File: src/rtl/useq_mbox_if.sv
// -----------------------------------------------------------------------------
// useq_mbox_if
//   Bundles every per-channel mailbox signal except clock and reset.
//   master : producer/consumer side (host fabric or testbench)
//   slave  : the mailbox itself
//   Signals (all packed per channel, channel c at [c*W +: W]):
//     wr_en, wr_data       push request / push data
//     rd_en                pop request
//     rd_data, rd_valid    registered pop data and its 1-cycle update pulse
//     full, empty, count   occupancy status
//     irq_mask, irq        level IRQ enables and the combined interrupt
//     err_ovf, err_unf     sticky push/pop rejection flags
//     err_clr              clears the sticky flags of a channel
// -----------------------------------------------------------------------------
interface useq_mbox_if #(
    parameter int WIDTH    = 8,
    parameter int DEPTH    = 16,
    parameter int CHANNELS = 4
);
    localparam int CW = $clog2(DEPTH) + 1;

    logic [CHANNELS-1:0]       wr_en;
    logic [CHANNELS*WIDTH-1:0] wr_data;
    logic [CHANNELS-1:0]       rd_en;
    logic [CHANNELS*WIDTH-1:0] rd_data;
    logic [CHANNELS-1:0]       rd_valid;
    logic [CHANNELS-1:0]       full;
    logic [CHANNELS-1:0]       empty;
    logic [CHANNELS*CW-1:0]    count;
    logic [CHANNELS-1:0]       irq_mask;
    logic                      irq;
    logic [CHANNELS-1:0]       err_ovf;
    logic [CHANNELS-1:0]       err_unf;
    logic [CHANNELS-1:0]       err_clr;

    modport master (
        output wr_en, wr_data, rd_en, irq_mask, err_clr,
        input  rd_data, rd_valid, full, empty, count, irq, err_ovf, err_unf
    );

    modport slave (
        input  wr_en, wr_data, rd_en, irq_mask, err_clr,
        output rd_data, rd_valid, full, empty, count, irq, err_ovf, err_unf
    );
endinterface

File: src/rtl/useq_mbox.sv
// -----------------------------------------------------------------------------
// useq_mbox
//   CHANNELS independent WIDTH x DEPTH FIFOs with simultaneous push/pop,
//   a masked level interrupt and sticky overflow/underflow flags.
//   Ports:
//     clk    in  rising-edge clock
//     rst_n  in  asynchronous active-low reset
//     bus    slave side of useq_mbox_if (push/pop, status, irq, errors)
//   Storage is deliberately left unreset so it can map onto RAM.
// -----------------------------------------------------------------------------
module useq_mbox #(
    parameter int WIDTH    = 8,
    parameter int DEPTH    = 16,
    parameter int CHANNELS = 4,
    parameter int THRESH   = DEPTH / 2
) (
    input  logic       clk,
    input  logic       rst_n,
    useq_mbox_if.slave bus
);
    localparam int AW = $clog2(DEPTH);
    localparam int CW = AW + 1;

    logic [CW-1:0]       cnt_q   [CHANNELS];
    logic [CW-1:0]       cnt_d   [CHANNELS];
    logic [AW-1:0]       wptr_q  [CHANNELS];
    logic [AW-1:0]       wptr_d  [CHANNELS];
    logic [AW-1:0]       rptr_q  [CHANNELS];
    logic [AW-1:0]       rptr_d  [CHANNELS];
    logic [WIDTH-1:0]    rdat_q  [CHANNELS];
    logic [WIDTH-1:0]    rdat_d  [CHANNELS];
    logic [WIDTH-1:0]    mem_q   [CHANNELS][DEPTH];
    logic [CHANNELS-1:0] rvld_q, rvld_d;
    logic [CHANNELS-1:0] ovf_q, ovf_d;
    logic [CHANNELS-1:0] unf_q, unf_d;
    logic [CHANNELS-1:0] push_ok_s, pop_ok_s, level_s;
    logic                irq_q, irq_d;

    // Per-channel accept decisions and next-state for pointers, count, data, flags.
    always_comb begin
        push_ok_s = {CHANNELS{1'b0}};
        pop_ok_s  = {CHANNELS{1'b0}};
        level_s   = {CHANNELS{1'b0}};
        rvld_d    = {CHANNELS{1'b0}};
        ovf_d     = ovf_q;
        unf_d     = unf_q;
        for (int c = 0; c < CHANNELS; c++) begin
            cnt_d[c]  = cnt_q[c];
            wptr_d[c] = wptr_q[c];
            rptr_d[c] = rptr_q[c];
            rdat_d[c] = rdat_q[c];

            pop_ok_s[c]  = bus.rd_en[c] && (cnt_q[c] != {CW{1'b0}});
            // A full channel still accepts a push when a pop frees a slot the same edge.
            push_ok_s[c] = bus.wr_en[c] && ((cnt_q[c] != CW'(DEPTH)) || pop_ok_s[c]);
            level_s[c]   = (cnt_q[c] >= CW'(THRESH));

            if (push_ok_s[c]) begin
                wptr_d[c] = wptr_q[c] + AW'(1);
            end else begin
                wptr_d[c] = wptr_q[c];
            end

            if (pop_ok_s[c]) begin
                rptr_d[c] = rptr_q[c] + AW'(1);
                rdat_d[c] = mem_q[c][rptr_q[c]];
                rvld_d[c] = 1'b1;
            end else begin
                rvld_d[c] = 1'b0;
            end

            case ({push_ok_s[c], pop_ok_s[c]})
                2'b10:   cnt_d[c] = cnt_q[c] + CW'(1);
                2'b01:   cnt_d[c] = cnt_q[c] - CW'(1);
                default: cnt_d[c] = cnt_q[c];
            endcase

            // Error set has priority over a same-cycle clear.
            if (bus.wr_en[c] && !push_ok_s[c]) begin
                ovf_d[c] = 1'b1;
            end else if (bus.err_clr[c]) begin
                ovf_d[c] = 1'b0;
            end else begin
                ovf_d[c] = ovf_q[c];
            end

            if (bus.rd_en[c] && !pop_ok_s[c]) begin
                unf_d[c] = 1'b1;
            end else if (bus.err_clr[c]) begin
                unf_d[c] = 1'b0;
            end else begin
                unf_d[c] = unf_q[c];
            end
        end
        irq_d = |(level_s & bus.irq_mask);
    end

    // Control and status registers with asynchronous reset.
    always_ff @(posedge clk or negedge rst_n) begin
        if (!rst_n) begin
            for (int c = 0; c < CHANNELS; c++) begin
                cnt_q[c]  <= {CW{1'b0}};
                wptr_q[c] <= {AW{1'b0}};
                rptr_q[c] <= {AW{1'b0}};
                rdat_q[c] <= {WIDTH{1'b0}};
            end
            rvld_q <= {CHANNELS{1'b0}};
            ovf_q  <= {CHANNELS{1'b0}};
            unf_q  <= {CHANNELS{1'b0}};
            irq_q  <= 1'b0;
        end else begin
            for (int c = 0; c < CHANNELS; c++) begin
                cnt_q[c]  <= cnt_d[c];
                wptr_q[c] <= wptr_d[c];
                rptr_q[c] <= rptr_d[c];
                rdat_q[c] <= rdat_d[c];
            end
            rvld_q <= rvld_d;
            ovf_q  <= ovf_d;
            unf_q  <= unf_d;
            irq_q  <= irq_d;
        end
    end

    // Message storage: written on accepted pushes only, never reset.
    always_ff @(posedge clk) begin
        for (int c = 0; c < CHANNELS; c++) begin
            if (push_ok_s[c]) begin
                mem_q[c][wptr_q[c]] <= bus.wr_data[c*WIDTH +: WIDTH];
            end
        end
    end

    // Output packing; full/empty/count derive directly from the count register.
    always_comb begin
        bus.rd_data = {(CHANNELS*WIDTH){1'b0}};
        bus.count   = {(CHANNELS*CW){1'b0}};
        bus.full    = {CHANNELS{1'b0}};
        bus.empty   = {CHANNELS{1'b0}};
        for (int c = 0; c < CHANNELS; c++) begin
            bus.rd_data[c*WIDTH +: WIDTH] = rdat_q[c];
            bus.count[c*CW +: CW]         = cnt_q[c];
            bus.full[c]                   = (cnt_q[c] == CW'(DEPTH));
            bus.empty[c]                  = (cnt_q[c] == {CW{1'b0}});
        end
        bus.rd_valid = rvld_q;
        bus.err_ovf  = ovf_q;
        bus.err_unf  = unf_q;
        bus.irq      = irq_q;
    end
endmodule

File: src/flat_wrapper.sv
// flat-port wrapper written by rule: the top's interface ports become plain ports
module useq_mbox_flat 
#(
    parameter int WIDTH    = 8,
    parameter int DEPTH    = 16,
    parameter int CHANNELS = 4,
    parameter int THRESH   = DEPTH / 2
)
  (clk, rst_n, bus_wr_en, bus_wr_data, bus_rd_en, bus_irq_mask, bus_err_clr, bus_rd_data, bus_rd_valid, bus_full, bus_empty, bus_count, bus_irq, bus_err_ovf, bus_err_unf);
  useq_mbox_if #(.WIDTH(WIDTH), .DEPTH(DEPTH), .CHANNELS(CHANNELS)) bus_i ();
  input  logic clk;
  input  logic rst_n;
  input wire logic [$bits(bus_i.wr_en)-1:0] bus_wr_en;
  input wire logic [$bits(bus_i.wr_data)-1:0] bus_wr_data;
  input wire logic [$bits(bus_i.rd_en)-1:0] bus_rd_en;
  input wire logic [$bits(bus_i.irq_mask)-1:0] bus_irq_mask;
  input wire logic [$bits(bus_i.err_clr)-1:0] bus_err_clr;
  output wire logic [$bits(bus_i.rd_data)-1:0] bus_rd_data;
  output wire logic [$bits(bus_i.rd_valid)-1:0] bus_rd_valid;
  output wire logic [$bits(bus_i.full)-1:0] bus_full;
  output wire logic [$bits(bus_i.empty)-1:0] bus_empty;
  output wire logic [$bits(bus_i.count)-1:0] bus_count;
  output wire logic [$bits(bus_i.irq)-1:0] bus_irq;
  output wire logic [$bits(bus_i.err_ovf)-1:0] bus_err_ovf;
  output wire logic [$bits(bus_i.err_unf)-1:0] bus_err_unf;
  assign bus_i.wr_en = bus_wr_en;
  assign bus_i.wr_data = bus_wr_data;
  assign bus_i.rd_en = bus_rd_en;
  assign bus_i.irq_mask = bus_irq_mask;
  assign bus_i.err_clr = bus_err_clr;
  assign bus_rd_data = bus_i.rd_data;
  assign bus_rd_valid = bus_i.rd_valid;
  assign bus_full = bus_i.full;
  assign bus_empty = bus_i.empty;
  assign bus_count = bus_i.count;
  assign bus_irq = bus_i.irq;
  assign bus_err_ovf = bus_i.err_ovf;
  assign bus_err_unf = bus_i.err_unf;
  useq_mbox #(.WIDTH(WIDTH), .DEPTH(DEPTH), .CHANNELS(CHANNELS), .THRESH(THRESH)) u_core (.clk(clk), .rst_n(rst_n), .bus(bus_i));
endmodule
File: config.mk
export PLATFORM = sky130hd
export DESIGN_NAME = useq_mbox_flat
export DESIGN_NICKNAME = d
export VERILOG_FILES = /design/src/rtl/useq_mbox_if.sv /design/src/rtl/useq_mbox.sv /design/src/flat_wrapper.sv
export SDC_FILE = /design/constraint.sdc
export NUM_CORES = 1
export LEC_CHECK = 0
export CORE_MARGIN = 1.5
export CORE_UTILIZATION = 60
export DETAILED_ROUTE_END_ITERATION = 10
export PLACE_DENSITY = 0.77
export RECOVER_POWER = 50
export SLEW_MARGIN = 15
export SYNTH_ARGS = -nofsm -noshare
export SYNTH_HDL_FRONTEND = slang
export SYNTH_SLANG_ARGS = --single-unit
File: constraint.sdc
create_clock -name clk -period 4 [get_ports clk]
set_clock_uncertainty 0.1 [all_clocks]
set_input_delay 0.4 -clock clk [delete_from_list [all_inputs] [get_ports clk]]
set_output_delay 0.4 -clock clk [all_outputs]
set_load 0.02 [all_outputs]
==> summary.txt <==
Yosys cell types - 44
routability cong. - 0.815
CP peak stage delay - 0.51 ns
RSZ-0062 raised after global routing - no
H-tree level count - 2
maximum VDD drop - 419 uV
nature of the critical path endpoint - flop
Pleak - 9.65 nW
Synth area leader - edfxtp_1
1st-pass router iterations - 5
cell area power density - 711 mW/mm^2
total CTS buffers - 58
CP cell instances - nor4_1, nand2_1, o21a_1, inv_1, ha_1, inv_1, fa_1, nor2b_1, o21ai_0, nand3_1, or3b_2, xnor2_1
initial antenna violation count - 1
failing checks - capacitance limit, slew limit
setup slack after layout - 0.654 ns
Tcrit/Tclk final - 83.6%
core area - 0.0400 mm^2
num rows - 73
Post-DRT Antenna Nets - 0
Detailed Route WL - 47400 um
Syn Area/Cell - 18.9 um^2
TritonCTS clock tree - yes
Final setup viols - 0
share of cells above drive strength 1 - 19.4%
endpoints failing hold - 0
routed len/inst - 23.6 um
Critical Path Most Common Cell - inv_1
Yosys top cell area share - 62.9%
largest net degree at the start of global routing - 71
die span in y - 205 um
IO Port Bufs - 122
die area - 0.0420 mm^2
status - finished, violations left
Residual DRC - 0
Mapped Nets - 1378
CTS sink cnt - 609
Place WS - 0.681 ns
Area Overhead vs Synth - 15.1%
Iter 0 DRT Violations - 902
Root Buffer - clkbuf_16
Startpoint Class - flop
setup TNS - 0 ns
Synth Cell Area - 0.0245 mm^2
main flop type after synthesis - edfxtp_1
die width - 205 um
Initial Util - 61.1%
Fill cells - 2521
post-synthesis sequential area ratio - 72.8%
# resized after CTS - 0
Total GRT Usage - 23.5%
Clk pin slew, worst setup/hold paths - 0.06 ns
clk buf depth - 3
EDFF count, synth - 512
Reg area - 0.0178 mm^2
# Max-Cap Violations - 1
io pins - 123
crit path max-delay cell type - nor4_1
Worst Path Arrival - 3.73 ns
top cells by area, synth - edfxtp_1 (63%), mux4_2 (12%), dfrtp_1 (9.9%)
Clock Latency Late Sink - 0.61 ns
achievable frequency - 0.299 GHz
number of global-route vias before repair - 12700
hold slack - 0.281 ns
Final HPWL DP - 30100 um
Final Max Tran Viols - 71
Vias - 12300
cells after synthesis - 1291
synth warn - 0
min-delay worst type - primary input to flop
nets@finish - 1528
#FFs+latches synth - 609
Worst Path Required - 4.38 ns
critical path class - flop to flop
Synth async-reset ratio - 15.9%
final worst path period need - 3.35 ns
area of the multi-input gates - 0.00615 mm^2
first-pass GRT wire length - 73300 um
GRT overflow - 0
relative slew slack - -34.9%
vias per cell - 6.08
critical path peak fanout - 9
Worst-Margin Slew - 2.02 ns
[final cells by class]
class                           count  share of cell area (%)
Inverter                           53                   0.707
Timing Repair Buffer              155                    5.19
Clock inverter                     21                   0.627
Multi-Input combinational cell    564                    21.8
Tap cell                          525                    2.33
Antenna cell                        1                 0.00889
Clock buffer                       86                    6.04
Sequential cell                   609                    63.3
[worst max-delay path: cells and delay by family (launching register included)]
| kind | cells | cell delay (ns) |
|---|---|---|
| fa+ha+maj | 2 | 0.63 |
| simple gates | 5 | 1.33 |
| compound gates | 2 | 0.41 |
| xor+xnor | 1 | 0.13 |
| buf+inv | 2 | 0.19 |
| flops | 1 | 0.44 |
[cells in the mapped netlist (all sizes together), types with 3 or more instances]
| cell | instances |
|---|---|
| buf | 31 |
| o21a | 7 |
| mux2i | 48 |
| a21o | 4 |
| o21ai | 27 |
| xnor2 | 34 |
| nand2b | 3 |
| ha | 33 |
| nor4 | 16 |
| nor2b | 4 |
| nand3 | 7 |
| o32a | 3 |
| xor2 | 3 |
| o21bai | 3 |
| or2 | 7 |
| o221ai | 24 |
| fa | 4 |
| o32ai | 3 |
| or4 | 3 |
| inv | 53 |
| nor3 | 4 |
| a21oi | 20 |
| nor2 | 33 |
| clkbuf | 34 |
| nand2 | 66 |
| dfrtp | 97 |
| and2 | 25 |
| edfxtp | 512 |
| o22ai | 16 |
| mux4 | 128 |
| mux2 | 18 |
| o211ai | 3 |
| nand4 | 9 |
| nor3b | 6 |
[stage by stage]
step           utilization (%)  power [mW]  cells  cell area, um^2
4_1_cts                   70.4        20.2   2013            28200
2_1_floorplan                -        12.9   1291            24500
6_report                  70.4        20.0   2014            28100
3_5_place_dp              65.7        14.9   1905            26300
5_1_grt                   70.4        21.0   2014            28100
3_3_place_gp              65.7        14.7   1905            26300
[kinds of logic after synthesis]
kind of cell	count (synthesis)	share of synthesized area [%]
flops	609	72.8
mux	194	14.6
simple gates	184	3.86
buf+inv	118	2.04
compound gates	112	3.38
xor+xnor	37	1.33
fa+ha+maj	37	2.02
[layer usage]
metal  global-route usage (%)  routed length, um  up-vias
li1                         -                  -     5418
met1                     32.2              19300     6374
met2                     39.0              24300      379
met3                     4.39               2910       79
met4                     6.60                940        0
met5                        0                  0        -
[layout by cell type (no fill, tap or decap), types with 4 or more instances in the layout]
cell type	instances
edfxtp_1	512
mux4_2	128
dfrtp_1	94
clkdlybuf4s50_1	80
nand2_1	66
clkbuf_16	61
inv_1	53
mux2i_1	48
dlygate4sd3_1	42
xnor2_1	34
ha_1	33
buf_4	30
nor2_1	27
and2_1	24
o221ai_1	24
o21ai_0	21
mux2_2	18
clkbuf_1	18
nor4_1	16
a21oi_1	16
o22ai_1	16
clkinv_2	11
nand4_1	9
clkbuf_8	8
o21a_1	7
nand3_1	7
or2_2	7
nor3b_1	6
clkinv_1	6
nor3_1	4
a21o_1	4
nor2b_1	4
fa_1	4
[where the power goes]
part / switching, mW / internal, mW
Combinational: 2.84 / 2.92
Clock: 2.23 / 3.12
Sequential: 1.04 / 7.88
Total: 6.11 / 13.9
[registers in the layout, indices dropped and copies added, names as in the netlist]
signal / flops
u_core.bus.err_ovf: 4
u_core.bus.err_unf: 4
u_core.mem_q: 512
u_core.rptr_q: 16
u_core.bus.irq: 1
u_core.bus.rd_valid: 4
u_core.bus.rd_data: 32
u_core.bus.count: 20
u_core.wptr_q: 16
[final timing paths]
| kind | start | endpoint | slack, ns | depth (start not counted) |
|---|---|---|---|---|
| max | u_core.bus.count[1]$_DFFE_PN0P_ | u_core.bus.count[4]$_DFFE_PN0P_ | 0.65 | 12 |
| min | bus_err_clr[2] | u_core.bus.err_ovf[2]$_DFFE_PN0P_ | 0.28 | 2 |
| max reg2reg | u_core.bus.count[1]$_DFFE_PN0P_ | u_core.bus.count[4]$_DFFE_PN0P_ | 0.65 | 12 |
| min reg2reg | u_core.bus.err_ovf[0]$_DFFE_PN0P_ | u_core.bus.err_ovf[0]$_DFFE_PN0P_ | 0.39 | 1 |
| max in group asynchronous | rst_n | u_core.wptr_q[11]$_DFFE_PN0P_ | 1.30 | 3 |
| min in group asynchronous | rst_n | u_core.bus.rd_valid[3]$_DFF_PN0_ | 0.81 | 2 |
[repair_timing]
action                                 CTS  global route
buffers inserted                         0             0
endpoints found under the hold margin   69             0
hold buffers                             1             0
No activity file was read; power rests on OpenSTA's default activity.
